$ cat src/rtl/pll_reset_sequencer.sv
// PLL power-up/recovery sequencer: POR hold, lock qualification, run supervision, bounded retry.
// Optional soft restart from RUN when PLL_SEQ_SOFT_RESET_EN is defined.
module pll_reset_sequencer #(
  parameter int unsigned POR_CYCLES          = 128,
  parameter int unsigned LOCK_TIMEOUT_CYCLES = 50000,
  parameter int unsigned STABLE_CYCLES       = 1024,
  parameter int unsigned MAX_RETRIES         = 3,
  parameter int unsigned SYNC_STAGES         = 2
) (
  input  logic       EXT_CLK_50MHz,
  input  logic       BTN_RESET_n,
  input  logic       pll_locked_i,
`ifdef PLL_SEQ_SOFT_RESET_EN
  input  logic       soft_reset_req_i,
`endif
  output logic       pll_areset_o,
  output logic       soc_reset_n_o,
  output logic [2:0] seq_state_o,
  output logic [3:0] retry_cnt_o,
  output logic       lock_lost_o,
  output logic       lock_fail_o
);

  localparam int unsigned PorW  = (POR_CYCLES > 1) ? $clog2(POR_CYCLES) : 1;
  localparam int unsigned TmoW  = (LOCK_TIMEOUT_CYCLES > 1) ? $clog2(LOCK_TIMEOUT_CYCLES) : 1;
  localparam int unsigned StabW = (STABLE_CYCLES > 1) ? $clog2(STABLE_CYCLES) : 1;

  localparam logic [PorW-1:0]  PorLast   = PorW'(POR_CYCLES - 1);
  localparam logic [TmoW-1:0]  TmoLast   = TmoW'(LOCK_TIMEOUT_CYCLES - 1);
  localparam logic [StabW-1:0] StabLast  = StabW'(STABLE_CYCLES - 1);
  localparam logic [3:0]       RetryLast = 4'(MAX_RETRIES - 1);
  localparam logic [3:0]       RetryMax  = 4'(MAX_RETRIES);

  typedef enum logic [2:0] {
    StPor      = 3'd0,
    StWaitLock = 3'd1,
    StStable   = 3'd2,
    StRun      = 3'd3,
    StFail     = 3'd4
  } state_e;

  state_e            state_q, state_d;
  logic [PorW-1:0]   por_cnt_q, por_cnt_d;
  logic [TmoW-1:0]   tmo_cnt_q, tmo_cnt_d, tmo_inc;
  logic [StabW-1:0]  stab_cnt_q, stab_cnt_d;
  logic [3:0]        retry_cnt_q, retry_cnt_d;
  logic              lock_lost_q, lock_lost_d;
  logic [SYNC_STAGES-1:0] sync_q;
  logic              locked_s;
  logic              retry;
  logic              soft_rise;
  logic              pll_areset_q, soc_reset_n_q, lock_fail_q;

  assign locked_s = sync_q[SYNC_STAGES-1];

`ifdef PLL_SEQ_SOFT_RESET_EN
  logic soft_req_q;
  always_ff @(posedge EXT_CLK_50MHz or negedge BTN_RESET_n) begin
    if (!BTN_RESET_n) soft_req_q <= 1'b0;
    else              soft_req_q <= soft_reset_req_i;
  end
  assign soft_rise = soft_reset_req_i & ~soft_req_q;
`else
  assign soft_rise = 1'b0;
`endif

  // Saturating so a lock seen on the last timeout cycle cannot wrap the budget.
  assign tmo_inc = (tmo_cnt_q == TmoLast) ? tmo_cnt_q : tmo_cnt_q + TmoW'(1);

  always_comb begin
    state_d     = state_q;
    por_cnt_d   = '0;
    tmo_cnt_d   = '0;
    stab_cnt_d  = '0;
    retry_cnt_d = retry_cnt_q;
    lock_lost_d = lock_lost_q;
    retry       = 1'b0;
    unique case (state_q)
      StPor: begin
        if (por_cnt_q == PorLast) state_d = StWaitLock;
        else                      por_cnt_d = por_cnt_q + PorW'(1);
      end
      StWaitLock: begin
        if (locked_s) begin
          state_d   = StStable;
          tmo_cnt_d = tmo_inc;
        end else if (tmo_cnt_q == TmoLast) begin
          retry = 1'b1;
        end else begin
          tmo_cnt_d = tmo_inc;
        end
      end
      StStable: begin
        if (locked_s && stab_cnt_q == StabLast) begin
          state_d = StRun;
        end else if (tmo_cnt_q == TmoLast) begin
          retry = 1'b1;
        end else if (!locked_s) begin
          state_d   = StWaitLock;
          tmo_cnt_d = tmo_inc;
        end else begin
          stab_cnt_d = stab_cnt_q + StabW'(1);
          tmo_cnt_d  = tmo_inc;
        end
      end
      StRun: begin
        if (!locked_s) begin
          state_d     = StPor;
          lock_lost_d = 1'b1;
        end else if (soft_rise) begin
          state_d = StPor;
        end
      end
      StFail: ;
      default: state_d = StPor;
    endcase

    if (retry) begin
      if (retry_cnt_q == RetryLast) begin
        state_d     = StFail;
        retry_cnt_d = RetryMax;
      end else begin
        state_d     = StPor;
        retry_cnt_d = retry_cnt_q + 4'd1;
      end
    end
    if (state_d == StRun) retry_cnt_d = '0;
  end

  always_ff @(posedge EXT_CLK_50MHz or negedge BTN_RESET_n) begin
    if (!BTN_RESET_n) begin
      state_q       <= StPor;
      por_cnt_q     <= '0;
      tmo_cnt_q     <= '0;
      stab_cnt_q    <= '0;
      retry_cnt_q   <= '0;
      lock_lost_q   <= 1'b0;
      sync_q        <= '0;
      pll_areset_q  <= 1'b1;
      soc_reset_n_q <= 1'b0;
      lock_fail_q   <= 1'b0;
    end else begin
      state_q       <= state_d;
      por_cnt_q     <= por_cnt_d;
      tmo_cnt_q     <= tmo_cnt_d;
      stab_cnt_q    <= stab_cnt_d;
      retry_cnt_q   <= retry_cnt_d;
      lock_lost_q   <= lock_lost_d;
      sync_q        <= {sync_q[SYNC_STAGES-2:0], pll_locked_i};
      pll_areset_q  <= (state_d == StPor) || (state_d == StFail);
      soc_reset_n_q <= (state_d == StRun);
      lock_fail_q   <= (state_d == StFail);
    end
  end

  assign pll_areset_o  = pll_areset_q;
  assign soc_reset_n_o = soc_reset_n_q;
  assign seq_state_o   = state_q;
  assign retry_cnt_o   = retry_cnt_q;
  assign lock_lost_o   = lock_lost_q;
  assign lock_fail_o   = lock_fail_q;

endmodule

$ cat config.mk
export PLATFORM = sky130hd
export DESIGN_NAME = pll_reset_sequencer
export DESIGN_NICKNAME = d
export VERILOG_FILES = /design/src/rtl/pll_reset_sequencer.sv
export SDC_FILE = /design/constraint.sdc
export NUM_CORES = 1
export LEC_CHECK = 0
export CORE_MARGIN = 1.5
export CORE_UTILIZATION = 35
export DETAILED_ROUTE_END_ITERATION = 10
export PLACE_DENSITY = 0.51
export SLEW_MARGIN = 10
export SYNTH_ARGS = -nofsm -noshare
export SYNTH_HDL_FRONTEND = slang
export SYNTH_SLANG_ARGS = --single-unit
$ cat constraint.sdc
create_clock -name EXT_CLK_50MHz -period 4.8 [get_ports EXT_CLK_50MHz]
set_input_delay 0.96 -clock EXT_CLK_50MHz [delete_from_list [all_inputs] [get_ports EXT_CLK_50MHz]]
set_output_delay 0.96 -clock EXT_CLK_50MHz [all_outputs]
set_load 0.02 [all_outputs]
==> results.md, run 1 <==
Timing:
- The final period demand of the worst path is 2.49 ns.
- Adding up every negative setup slack in the final design gives 0 ns.
- Setup repair after global routing left no endpoint under its margin.
- Based on the critical path, the design can be clocked at up to 401 MHz.
- Across all setup checks in the final design, the least slack found is 2.31 ns.
- The worst setup skew after layout is 0.00542 ns.
- The final max-slew violation count is 0.
- Setup violations remaining at the end of the flow were counted as 0.
- The final number of hold-violating endpoints was 0.
- For the pin with the worst max-slew slack, the measured transition is 1.02 ns.
- In this run the tightest slew margin relative to its limit is 31.8%.
- The part of the cycle the worst path needs is 51.9%.

Yosys:
- Summing the areas of all and, or, nand and nor instances in the mapped netlist gives 28.1% of the synthesized area.
- The compound-cell area share of the yosys netlist is 8.18%.
- The xor-xnor portion of the synthesized cell area is 8.75%.
- After Yosys synthesis, full adders, half adders and majority gates account for 3.13% of the synthesized area.
- A synthesized cell averages 9.77 um^2.
- In the post-synthesis netlist, the biggest area contributors are sky130_fd_sc_hd__dfrtp_1 47%, sky130_fd_sc_hd__xnor2_1 5.1%, sky130_fd_sc_hd__nor2_1 4.4%.
- Yosys mapped the design onto 50 distinct sky130hd cell types.
- The most used flip-flop cell after synthesis is sky130_fd_sc_hd__dfrtp_1.
- The fraction of synthesized cell area taken by the top area cell type is 46.9%.
- sky130_fd_sc_hd__dfrtp_1 takes more of the synthesized area than any other cell.
- In this run, synthesis inferred 0 flip-flops with an integrated enable.
- The number of synthesized register bits is 46.
- Of the post-synthesis cell area, the part taken by muxes is 0.417%.
- In the synthesized netlist the async set-or-reset flop fraction comes to 100%.
- The part of the Yosys area used for sequential elements is 48.0%.
- Synthesis produced 246 cells.
- The cell area after technology mapping is 2400 um^2.
- The largest family of logic cells by synthesized area is simple AND/OR/NAND/NOR gates.
- During synthesis, Yosys emitted a total of 0 warnings.
- When the netlist entered floorplanning its net count stood at 255.

Floorplan:
- For this design the top-level I/O count stands at 14.
- The placeable core area is 6720 um^2.
- The horizontal die dimension is 85.8 um.
- The die height is 85.8 um.
- The initialized floorplan defines 30 standard-cell rows.
- The starting density of the core is 35.8%.
- The floorplan die area is 7370 um^2.

Setup path:
- The worst register-to-register path has a setup slack of 2.31 ns.
- The critical-path maximum fanout is 13.
- The critical path starts at tmo_cnt_q[1]$_DFF_PN0_.
- The terminus of the critical flop-to-flop path is tmo_cnt_q[3]$_DFF_PN0_.
- The critical path endpoint category is a register.
- The start-to-end type of the worst setup path is register to register.
- The termination of the worst setup path is tmo_cnt_q[3]$_DFF_PN0_.
- Data on the critical path is required at its endpoint by 4.93 ns.
- The launch point of the worst reg-to-reg path is tmo_cnt_q[1]$_DFF_PN0_.
- For the worst flop-to-flop path, the logic depth is 6.
- The worst setup path is launched from a register.
- The arrival time at the worst endpoint is 2.62 ns.

CTS:
- The library cell used as clock root buffer is sky130_fd_sc_hd__clkbuf_8.
- The deepest level of the CTS H-tree is 2.
- TritonCTS built the clock tree.
- Buffers added to address setup during post-CTS repair amount to 0.
- The clock latency on the worst-skew pair is 0.29 ns.
- The count of cells resized by post-cts repair is 0.
- The number of clock sinks is 46.
- After clock tree synthesis, the clock-pin slew on the worst setup and hold paths is 0.08 ns.
- Buffers inserted during clock tree synthesis total 5.
- The count of hold buffers inserted by post-cts repair is 0.
- The maximum buffer depth of the clock tree is 2.

Detailed routing:
- The detailed router placed 1795 vias in this run.
- In the routed design, unresolved DRC markers number 0.
- The uppermost metal layer occupied by signal nets is met4.
- The routed length on met3 is 173 um.
- The final routed wirelength across all metal layers is 4870 um.
- In this run, the number of DRC markers left after iteration 0 of detailed routing was 51.
- The detailed-route vias per instance is 5.29.
- The number of detailed-routing iterations run before antenna repair is 4.
- In this run the remaining antenna-violating nets after routing total 0.
- The length of routed wiring on met1 is 2400 um.
- Detailed routing placed a total of 2270 um of wire on met2.
- The average wire length per cell after detail routing is 14.4 um.

Placed design:
- The placed instances occupy a cell area of 2600 um^2.
- The congestion estimate from routability-driven global placement came to 0.823.
- Summed over all nets, the half-perimeter wirelength after detailed placement is 3410 um.
- Before CTS, the worst setup slack after placement is 2.32 ns.
- During placement, the flow inserted port buffers numbering 13.

Global routing:
- The global-route wire length before repair is 8280 um.
- The via count of the first global-routing pass is 1709.
- The pin count of the biggest net entering global routing is 47.
- The total global-route track usage is 14.2%.
- The number of antenna violations at the first check in global routing is 0.
- The total grt overflow is 0.

Flow run:
- The number of maximum-capacitance violations is 0.

Power:
- The worst voltage drop across the vdd grid is 0.127 mV.
- The switching part of the total power is 21.0%.
- The design draws 0.620 mW.
- In this run the static leakage power is 1.04 nW.
- The clock network fraction of total power is 35.7%.
- The analysis attributes to net switching a power of 0.130 mW.
- The internal power contribution is 0.490 mW.
- The power per cell area is 232 nW/um^2.
- Combinational logic is responsible for 1.5% of the overall power.
- The sequential share of power is 62.8%.

Cells and area:
- The cell area after layout is 2670 um^2.
- The area taken by multi-input logic gates is 1170 um^2.
- The count of fill cells added during filler insertion is 674.
- For this run, the post-layout net count is 268.
- The total inserted antenna cells is 0.
- The most common library cell in the layout ignoring fill and taps is sky130_fd_sc_hd__dfrtp_1.
- The sequential cell area is 1150 um^2.
- In the final layout, the share of cells above drive strength 1 is 5.79%.
- The share of the core filled with cells in the final layout is 39.8%.
- The area overhead of the layout relative to synthesis is 11.2%.
- In the layout the commonest cells are 45 x sky130_fd_sc_hd__dfrtp_1, 28 x sky130_fd_sc_hd__nor2_1, 17 x sky130_fd_sc_hd__nor3_1, 16 x sky130_fd_sc_hd__nand2_1, 14 x sky130_fd_sc_hd__xnor2_1.

Min path:
- The path class of the tightest hold or removal check is register to register.

Status:
- The flow ran to the end, and the final reports show no timing, DRC or antenna violations.
[power groups by stage]
stage | sequential [mW] | combinational (mW) | clock, mW
finish | 0.389 | 0.00903 | 0.222
global route | 0.390 | 0.0109 | 0.246
CTS | 0.389 | 0.00985 | 0.233
detailed placement | 0.397 | 0.00989 | 0
global placement | 0.397 | 0.00973 | 0
floorplan | 0.396 | 0.00221 | 0
[cell type report]
type / count / area share, %
multi-input cells: 180 / 43.6
flip-flops and latches: 46 / 43.1
repair buffers: 14 / 4.96
well taps: 80 / 3.75
clock buffers: 7 / 2.86
inverters: 12 / 1.69
[through the flow]
stage	hold WS (ns)	instances
final	0.356	339
after global routing	0.386	339
after CTS	0.358	339
after detailed placement	0.340	332
after global placement	0.332	332
after floorplan	0.331	246
[logic make-up after synthesis]
family,Yosys count
compound gates,30
xor+xnor,24
fa+ha+maj,6
buf+inv,20
flops,46
mux,1
simple gates,119
[per-layer routing]
layer | GRT usage (%) | up-vias
met4 | 3.96 | 0
li1 | - | 901
met5 | 0 | -
met3 | 2.89 | 2
met2 | 23.1 | 29
met1 | 19.2 | 863
[Yosys cell counts, types with 3 or more instances]
| cell type | number |
|---|---|
| sky130_fd_sc_hd__and4_1 | 3 |
| sky130_fd_sc_hd__nand2b_1 | 3 |
| sky130_fd_sc_hd__xnor2_1 | 14 |
| sky130_fd_sc_hd__a31oi_1 | 4 |
| sky130_fd_sc_hd__nor2_1 | 28 |
| sky130_fd_sc_hd__nand4_1 | 8 |
| sky130_fd_sc_hd__dfrtp_1 | 45 |
| sky130_fd_sc_hd__inv_1 | 11 |
| sky130_fd_sc_hd__nor3_1 | 17 |
| sky130_fd_sc_hd__clkbuf_1 | 6 |
| sky130_fd_sc_hd__nand3_1 | 12 |
| sky130_fd_sc_hd__nor4_1 | 5 |
| sky130_fd_sc_hd__nand2_1 | 16 |
| sky130_fd_sc_hd__o21ai_0 | 8 |
| sky130_fd_sc_hd__and3_1 | 5 |
| sky130_fd_sc_hd__ha_1 | 6 |
| sky130_fd_sc_hd__a21oi_1 | 6 |
| sky130_fd_sc_hd__xor2_1 | 10 |
[worst max-delay path, cell delays in order (launching register included)]
cell and delay [ns]:
sky130_fd_sc_hd__dfrtp_1 0.42, sky130_fd_sc_hd__ha_1 0.24, sky130_fd_sc_hd__nand4b_1 0.19, sky130_fd_sc_hd__nor4_4 0.42, sky130_fd_sc_hd__inv_2 0.19, sky130_fd_sc_hd__nor2_1 0.72
sky130_fd_sc_hd__a2111oi_0 0.14
[how the worst min path moves through the flow]
stage | endpoint | cells past startpoint | startpoint | slack, ns
floorplan | sync_q[1]$_DFF_PN0_ | 0 | sync_q[0]$_DFF_PN0_ | 0.33
global placement | sync_q[1]$_DFF_PN0_ | 0 | sync_q[0]$_DFF_PN0_ | 0.33
detailed placement | sync_q[1]$_DFF_PN0_ | 0 | sync_q[0]$_DFF_PN0_ | 0.34
CTS | sync_q[1]$_DFF_PN0_ | 0 | sync_q[0]$_DFF_PN0_ | 0.36
global route | sync_q[1]$_DFF_PN0_ | 0 | sync_q[0]$_DFF_PN0_ | 0.39
finish | sync_q[1]$_DFF_PN0_ | 0 | sync_q[0]$_DFF_PN0_ | 0.36
[sequential cells by signal, indices dropped and copies added (netlist names)]
name	count
soc_reset_n_o	1
pll_areset_o	1
tmo_cnt_q	16
stab_cnt_q	10
sync_q	2
lock_fail_o	1
retry_cnt_o	4
seq_state_o	3
lock_lost_o	1
por_cnt_q	7
Note: power is estimated with default switching activity, not from simulation.
==> run 2, diff against run 1 <==
--- a/config.mk
+++ b/config.mk
@@ -8,7 +8,7 @@
 export CORE_MARGIN = 1.5
 export CORE_UTILIZATION = 35
 export DETAILED_ROUTE_END_ITERATION = 10
-export PLACE_DENSITY = 0.51
+export PLACE_DENSITY = 0.52
 export SLEW_MARGIN = 10
 export SYNTH_ARGS = -nofsm -noshare
 export SYNTH_HDL_FRONTEND = slang
==> constraint.sdc (replaced) <==
create_clock -name EXT_CLK_50MHz -period 2 [get_ports EXT_CLK_50MHz]
set_input_delay 0.4 -clock EXT_CLK_50MHz [delete_from_list [all_inputs] [get_ports EXT_CLK_50MHz]]
set_output_delay 0.4 -clock EXT_CLK_50MHz [all_outputs]
set_load 0.02 [all_outputs]
==> results.md, run 2 (same netlist as run 1, synthesis figures left out) <==
Cells and area:
- Compared with the post-synthesis result, the final layout area differs by 24.8%.
- The final-stage net count is 295.
- For this run, the number of standard cells in the final layout without fillers is 367.
- After routing the design area is 3000 um^2.
- The flip-flop count of the largest register after layout is 16.
- After filler insertion, the fill cell instance count of the layout stands at 655.
- The total inserted antenna cells is 0.
- Cells with a size suffix above 1 make up 17.8% of the layout.
- tmo_cnt_q holds more flip-flops than any other register.
- The share of the core filled with cells in the final layout is 44.6%.
- Leaving out fill and tap cells, the most frequent cell in the layout is sky130_fd_sc_hd__dfrtp_1.
- In the layout the commonest cells are 45 x sky130_fd_sc_hd__dfrtp_1, 27 x sky130_fd_sc_hd__nor2_1, 26 x sky130_fd_sc_hd__buf_4, 17 x sky130_fd_sc_hd__nor3_1, 16 x sky130_fd_sc_hd__nand2_1.
- The largest registers in the layout are tmo_cnt_q x16, stab_cnt_q x10, por_cnt_q x7.

CTS:
- The deepest level of the CTS H-tree is 2.
- After clock tree synthesis, the clock-pin slew on the worst setup and hold paths is 0.09 ns.
- The clock reaches the later pin of the worst-skew pair after 0.31 ns.
- CTS saw 46 sinks.
- Counting the buffers created by CTS gives 5.
- TritonCTS built the clock tree.
- The maximum buffer depth of the clock tree is 2.
- The library cell used as clock root buffer is sky130_fd_sc_hd__clkbuf_8.

Global routing:
- In the global route stage, met1 resource usage came out at 21.6%.
- The global routing stage identified its most utilized layer as met2.
- The number of antenna violations at the first check in global routing is 0.
- The via count of the first global-routing pass is 1922.
- The first global-routing pass estimated 9320 um of wire.
- Global routing consumed, over all layers together, 16.2% of the routing resources.
- Global routing used 3.56% of the available met3 tracks.
- The global routing usage on met2 is 25.6%.
- The total grt overflow is 0.
- The pin count of the biggest net entering global routing is 28.

Placed design:
- Detailed placement ended at an HPWL of 3890 um.
- Once placement completed, the tool counted placed cells totaling 358.
- The routability congestion estimate is 0.796.
- During placement, the flow inserted port buffers numbering 13.
- The setup slack after placement is -0.00344 ns.
- After detailed placement, the total cell area comes to 2800 um^2.

Timing:
- The final number of hold-violating endpoints is 0.
- The worst slew slack as a fraction of its limit is 44.7%.
- For the pin with the worst max-slew slack, the measured transition is 0.826 ns.
- Setup repair after global routing could not meet its margin everywhere.
- The peak clock frequency supported by timing is 515 MHz.
- The minimum setup slack in the final design is 0.0584 ns.
- Counting I/O delays and the setup requirement, the final critical path takes 1.94 ns.
- Setup violations remaining at the end of the flow were counted as 0.
- The final max-slew violation count was 0.
- The part of the cycle the worst path needs is 97.1%.
- Across the routed clock network, the largest skew measured is 0.00326 ns.

Floorplan:
- The starting density of the core is 35.8%.
- The die is 85.8 um wide.
- The number of primary I/O pins is 14.
- The die height is 85.8 um.
- The core region is 6720 um^2.
- The floorplan die area is 7370 um^2.
- The row count is 30.

Detailed routing:
- The final routed wirelength across all metal layers is 5310 um.
- The number of detailed-routing iterations run before antenna repair is 4.
- The detailed-route vias per instance is 5.28.
- After detailed routing, the average wire length per cell comes to 14.5 um.
- The number of remaining DRC errors is 0.
- In this run the remaining antenna-violating nets after routing total 0.
- The number of DRC violations after detailed-routing iteration 0 is 82.
- The total vias in the final route is 1938.

Power:
- In this run the power density over the cells is 609 nW/um^2.
- VDD sags by at most 0.250 mV.
- The leakage power summed over all cells is 1.22 nW.
- The power after layout is 1.83 mW.

Setup path:
- The arrival time at the worst endpoint is 2.19 ns.
- The signal on the critical path passes through or3b_4 > nor4_4 > inv_2 > or4_4 > a21oi_2.
- The largest single stage delay on the critical path is 0.53 ns.
- STA classifies the critical path endpoint as a register.
- The required time of the worst setup path is 2.25 ns.
- Of all nets on the critical path, the largest fanout is 7.
- The cell family with the largest share of critical-path delay is simple AND/OR/NAND/NOR gates.
- The critical path buffer and inverter count is 1.
- The start-to-end type of the worst setup path is register to register.
- The worst register-to-register path has a setup slack of 0.06 ns.
- The category of the worst setup path launch point is a register.
- The slowest stage of the critical path belongs to the cell sky130_fd_sc_hd__or4_4.

Min path:
- The min-delay analysis places its worst path in the category input port to asynchronous set/reset pin.

Status:
- The run finished with clean final reports.

Flow run:
- The number of maximum-capacitance violations is 0.
-- run 2: changes by cell type in the layout (fill, tap and decap cells not counted), sizes merged --
cell    previous run  this run
buf                2        29
bufinv             0         2
clkbuf             7         6
-- run 2: layout make-up --
| type | instances | area, um^2 | share of cell area [%] |
|---|---|---|---|
| clock buffer | 6 | 82.6 | 2.75 |
| timing repair buffer | 41 | 352 | 11.7 |
| tap | 80 | 100 | 3.34 |
| sequential | 46 | 1150 | 38.4 |
| inverter | 12 | 45.0 | 1.50 |
| clock inverter | 2 | 60.1 | 2.00 |
| multi-input combinational | 180 | 1210 | 40.3 |
-- run 2: repair_timing --
action	CTS	global route
hold buffers	0	0
setup endpoints to repair	1	24
buffers inserted	0	1
resized for setup	1	8
pin swaps	1	3
-- run 2: per-layer routing --
layer	wire (um)	share of wire [%]
met3	146	2.8
met4	73	1.4
met2	2430	46
met1	2650	50
met5	0	0
-- run 2: final timing paths --
check | startpoint | end | depth (start not counted)
worst min-delay path | BTN_RESET_n | seq_state_o[0]$_DFF_PN0_ | 1
max in group asynchronous | BTN_RESET_n | tmo_cnt_q[5]$_DFF_PN0_ | 2
min in group EXT_CLK_50MHz | sync_q[0]$_DFF_PN0_ | sync_q[1]$_DFF_PN0_ | 0
worst max-delay path | tmo_cnt_q[11]$_DFF_PN0_ | retry_cnt_o[1]$_DFFE_PN0P_ | 5
worst max register to register | tmo_cnt_q[11]$_DFF_PN0_ | retry_cnt_o[1]$_DFFE_PN0P_ | 5
worst min register to register | sync_q[0]$_DFF_PN0_ | sync_q[1]$_DFF_PN0_ | 0
-- run 2: power by group --
part	total (mW)	switching, mW	internal [mW]
combinational	0.0292	0.0206	0.00860
clock	0.864	0.331	0.533
sequential	0.933	0.00199	0.931
total	1.83	0.354	1.47
-- run 2: stage by stage --
step | hold WS (ns) | TNS [ns]
CTS | 0.0520 | 0
floorplan | 0.104 | 0
finish | 0.0413 | 0
global route | 0.0750 | -0.0290
global placement | 0.337 | 0
detailed placement | 0.336 | -0.00344
==> run 3, diff against run 2 <==
--- a/config.mk
+++ b/config.mk
@@ -6,9 +6,10 @@
 export NUM_CORES = 1
 export LEC_CHECK = 0
 export CORE_MARGIN = 1.5
-export CORE_UTILIZATION = 35
+export CORE_UTILIZATION = 53
+export CTS_BUF_LIST = sky130_fd_sc_hd__clkbuf_16
 export DETAILED_ROUTE_END_ITERATION = 10
-export PLACE_DENSITY = 0.52
+export PLACE_DENSITY = 0.74
 export SLEW_MARGIN = 10
 export SYNTH_ARGS = -nofsm -noshare
 export SYNTH_HDL_FRONTEND = slang
==> results.md, run 3 (same netlist as run 1, synthesis figures left out) <==
Timing:
- Setup repair after global routing could not meet its margin everywhere.
- The final number of hold-violating endpoints is 0.
- For the final database, setup skew stands at 0.0119 ns.
- Headroom to the max-slew limit came out at 48.5%.
- Summed over all failing endpoints, the final setup total negative slack is 0 ns.
- Across all hold checks on the routed design, the worst slack comes to 0.0746 ns.
- Based on the critical path, the design can be clocked at up to 511 MHz.
- The minimum setup slack in the final design is 0.0436 ns.
- The final max-slew violation count is 0.
- In the finished design, the share of the clock period the worst path needs comes to 97.8%.
- The final period demand of the worst path is 1.96 ns.
- The final-report setup violation count is 0.
- The transition at the pin with the smallest max-transition slack is 0.769 ns.

Floorplan:
- The placeable core area is 4350 um^2.
- Pin placement for this block handled 14 I/O pins.
- The initial utilization of the core area, before any placement, comes to 55.2%.
- The die height is 70.3 um.
- Row generation in the floorplan step produced 24 rows.
- The floorplan die area is 4950 um^2.
- In this run the horizontal extent of the chip is 70.3 um.

CTS:
- Counting every sink on the clock net gives 46.
- Buffers inserted to repair hold after CTS numbered 0.
- No sink is reached through more buffers than the 2 on the longest clock path.
- The clock tree from TritonCTS is done.
- TritonCTS created 5 clock buffers.
- CTS built an H-tree with a depth of 2.
- The library cell used as clock root buffer is sky130_fd_sc_hd__clkbuf_16.
- The clock-pin slew on the worst setup and hold paths is 0.07 ns.
- The clock latency on the worst-skew pair is 0.29 ns.

Cells and area:
- More flip-flops sit in one register than any other, and that register is tmo_cnt_q.
- The share of the core filled with cells in the final layout is 67.8%.
- In the layout the commonest cells are 45 x sky130_fd_sc_hd__dfrtp_1, 28 x sky130_fd_sc_hd__nor2_1, 21 x sky130_fd_sc_hd__buf_4, 17 x sky130_fd_sc_hd__nor3_1, 16 x sky130_fd_sc_hd__nand2_1.
- The final-stage net count is 290.
- The total inserted antenna cells is 0.
- Compared with the post-synthesis result, the final layout area differs by 23.0%.
- In the final layout, the registers with the most flip-flops are tmo_cnt_q x16, stab_cnt_q x10, por_cnt_q x7.
- The library cell used most frequently in the layout, excluding fill and tap cells, is sky130_fd_sc_hd__dfrtp_1.
- The register with the most flip-flops in the layout has 16 of them.
- The share of cells above drive strength 1 is 14.9%.

Setup path:
- The critical-path maximum fanout is 7.
- The worst setup path is captured at a register.
- The largest single stage delay on the critical path is 0.41 ns.
- Data on the critical path is required at its endpoint by 2.17 ns.
- The highest-delay cell along the critical path is sky130_fd_sc_hd__or3b_4.
- The category of the worst setup path launch point is a register.
- The start-to-end type of the worst setup path is register to register.
- At the worst endpoint, the arrival time is 2.12 ns.
- The critical path goes through or3b_4 > nor4_4 > inv_2 > buf_4 > and3_1 > nor4_1.

Detailed routing:
- Summed over all layers, the routed wires come to 5180 um.
- The number of detailed-routing iterations run before antenna repair is 4.
- The detail route stage leaves a number of antenna-violating nets equal to 0.
- The average wire length per cell after detail routing is 15.5 um.
- Dividing the detail-routed via count by the number of cells gives 5.93.
- For this run, design rule violations remaining after detail routing come to 0.
- The number of DRC violations after detailed-routing iteration 0 is 249.
- The total vias in the final route is 1980.

Power:
- Overall power consumption after layout is estimated at 2.02 mW.
- The leakage power summed over all cells is 1.22 nW.
- For this design the ratio of total power to cell area is 685 nW/um^2.
- The worst voltage drop across the vdd grid is 0.409 mV.

Min path:
- The kind of path behind the tightest hold check is input port to asynchronous set/reset pin.

Placed design:
- The count of buffers from port buffering is 13.
- The sum of net half-perimeters after detailed placement is 3610 um.
- Routability-driven placement finished with a final weighted congestion of 0.847.
- OpenSTA, run right after detailed placement, puts the worst setup slack at -0.0116 ns.

Global routing:
- The pin count of the biggest net entering global routing is 27.
- Global routing used 22.7% of the available tracks.
- The total grt overflow is 0.
- The via count of the first global-routing pass is 1916.
- The first global-routing pass estimated 8980 um of wire.
- The number of antenna violations at the first check in global routing is 0.

Status:
- The flow ran to the end, and the final reports show no timing, DRC or antenna violations.

Flow run:
- The number of maximum-capacitance violations is 0.
==> run 3: area by class of cell <==
class / count / area [um^2]
Multi-Input combinational cell: 180 / 1180
Fill cell: 317 / 1400
Timing Repair Buffer: 36 / 314
Inverter: 12 / 45.0
Clock buffer: 5 / 125
Sequential cell: 46 / 1150
Clock inverter: 3 / 68.8
Tap cell: 52 / 65.1
==> run 3: path summary, 6_finish.rpt <==
kind / start / end / slack [ns] / cells past startpoint
min in group EXT_CLK_50MHz: sync_q[0]$_DFF_PN0_ / sync_q[1]$_DFF_PN0_ / 0.35 / 0
hold / removal: BTN_RESET_n / por_cnt_q[2]$_DFF_PN0_ / 0.07 / 1
max in group asynchronous: BTN_RESET_n / stab_cnt_q[9]$_DFF_PN0_ / 1.41 / 2
hold reg to reg: sync_q[0]$_DFF_PN0_ / sync_q[1]$_DFF_PN0_ / 0.35 / 0
setup reg to reg: tmo_cnt_q[11]$_DFF_PN0_ / tmo_cnt_q[2]$_DFF_PN0_ / 0.04 / 6
setup / recovery: tmo_cnt_q[11]$_DFF_PN0_ / tmo_cnt_q[2]$_DFF_PN0_ / 0.04 / 6
==> run 3: what timing repair did <==
item	CTS	global route
endpoints found under the hold margin	0	0
gates resized for setup	1	4
setup endpoints to repair	1	3
setup buffers	0	1
pin swaps	1	3
==> run 3: per-stage QoR <==
step	instance area, um^2	std cells
floorplan	2400	246
global placement	2730	325
detailed placement	2730	325
CTS	2930	333
global route	2950	334
finish	2950	334
==> run 3: critical path: cells and delay by family, from the launching register on <==
kind	cells	cell delay (ns)
flops	1	0.39
buf+inv	2	0.27
simple gates	4	1.16
==> run 3: power breakdown <==
part | leakage [nW] | switching [mW] | total, mW | internal, mW
Clock | 0.0940 | 0.344 | 1.06 | 0.718
Combinational | 0.508 | 0.0187 | 0.0261 | 0.00735
Sequential | 0.620 | 0.00325 | 0.936 | 0.932
Total | 1.22 | 0.366 | 2.02 | 1.66
==> run 3: layer usage <==
| metal | global-route usage [%] | vias to the layer above | share of wire [%] |
|---|---|---|---|
| met3 | 3.75 | 7 | 3.1 |
| met4 | 5.98 | 0 | 1.2 |
| li1 | - | 955 | - |
| met1 | 31.5 | 968 | 46 |
| met2 | 37.0 | 50 | 50 |
| met5 | 0 | - | 0 |
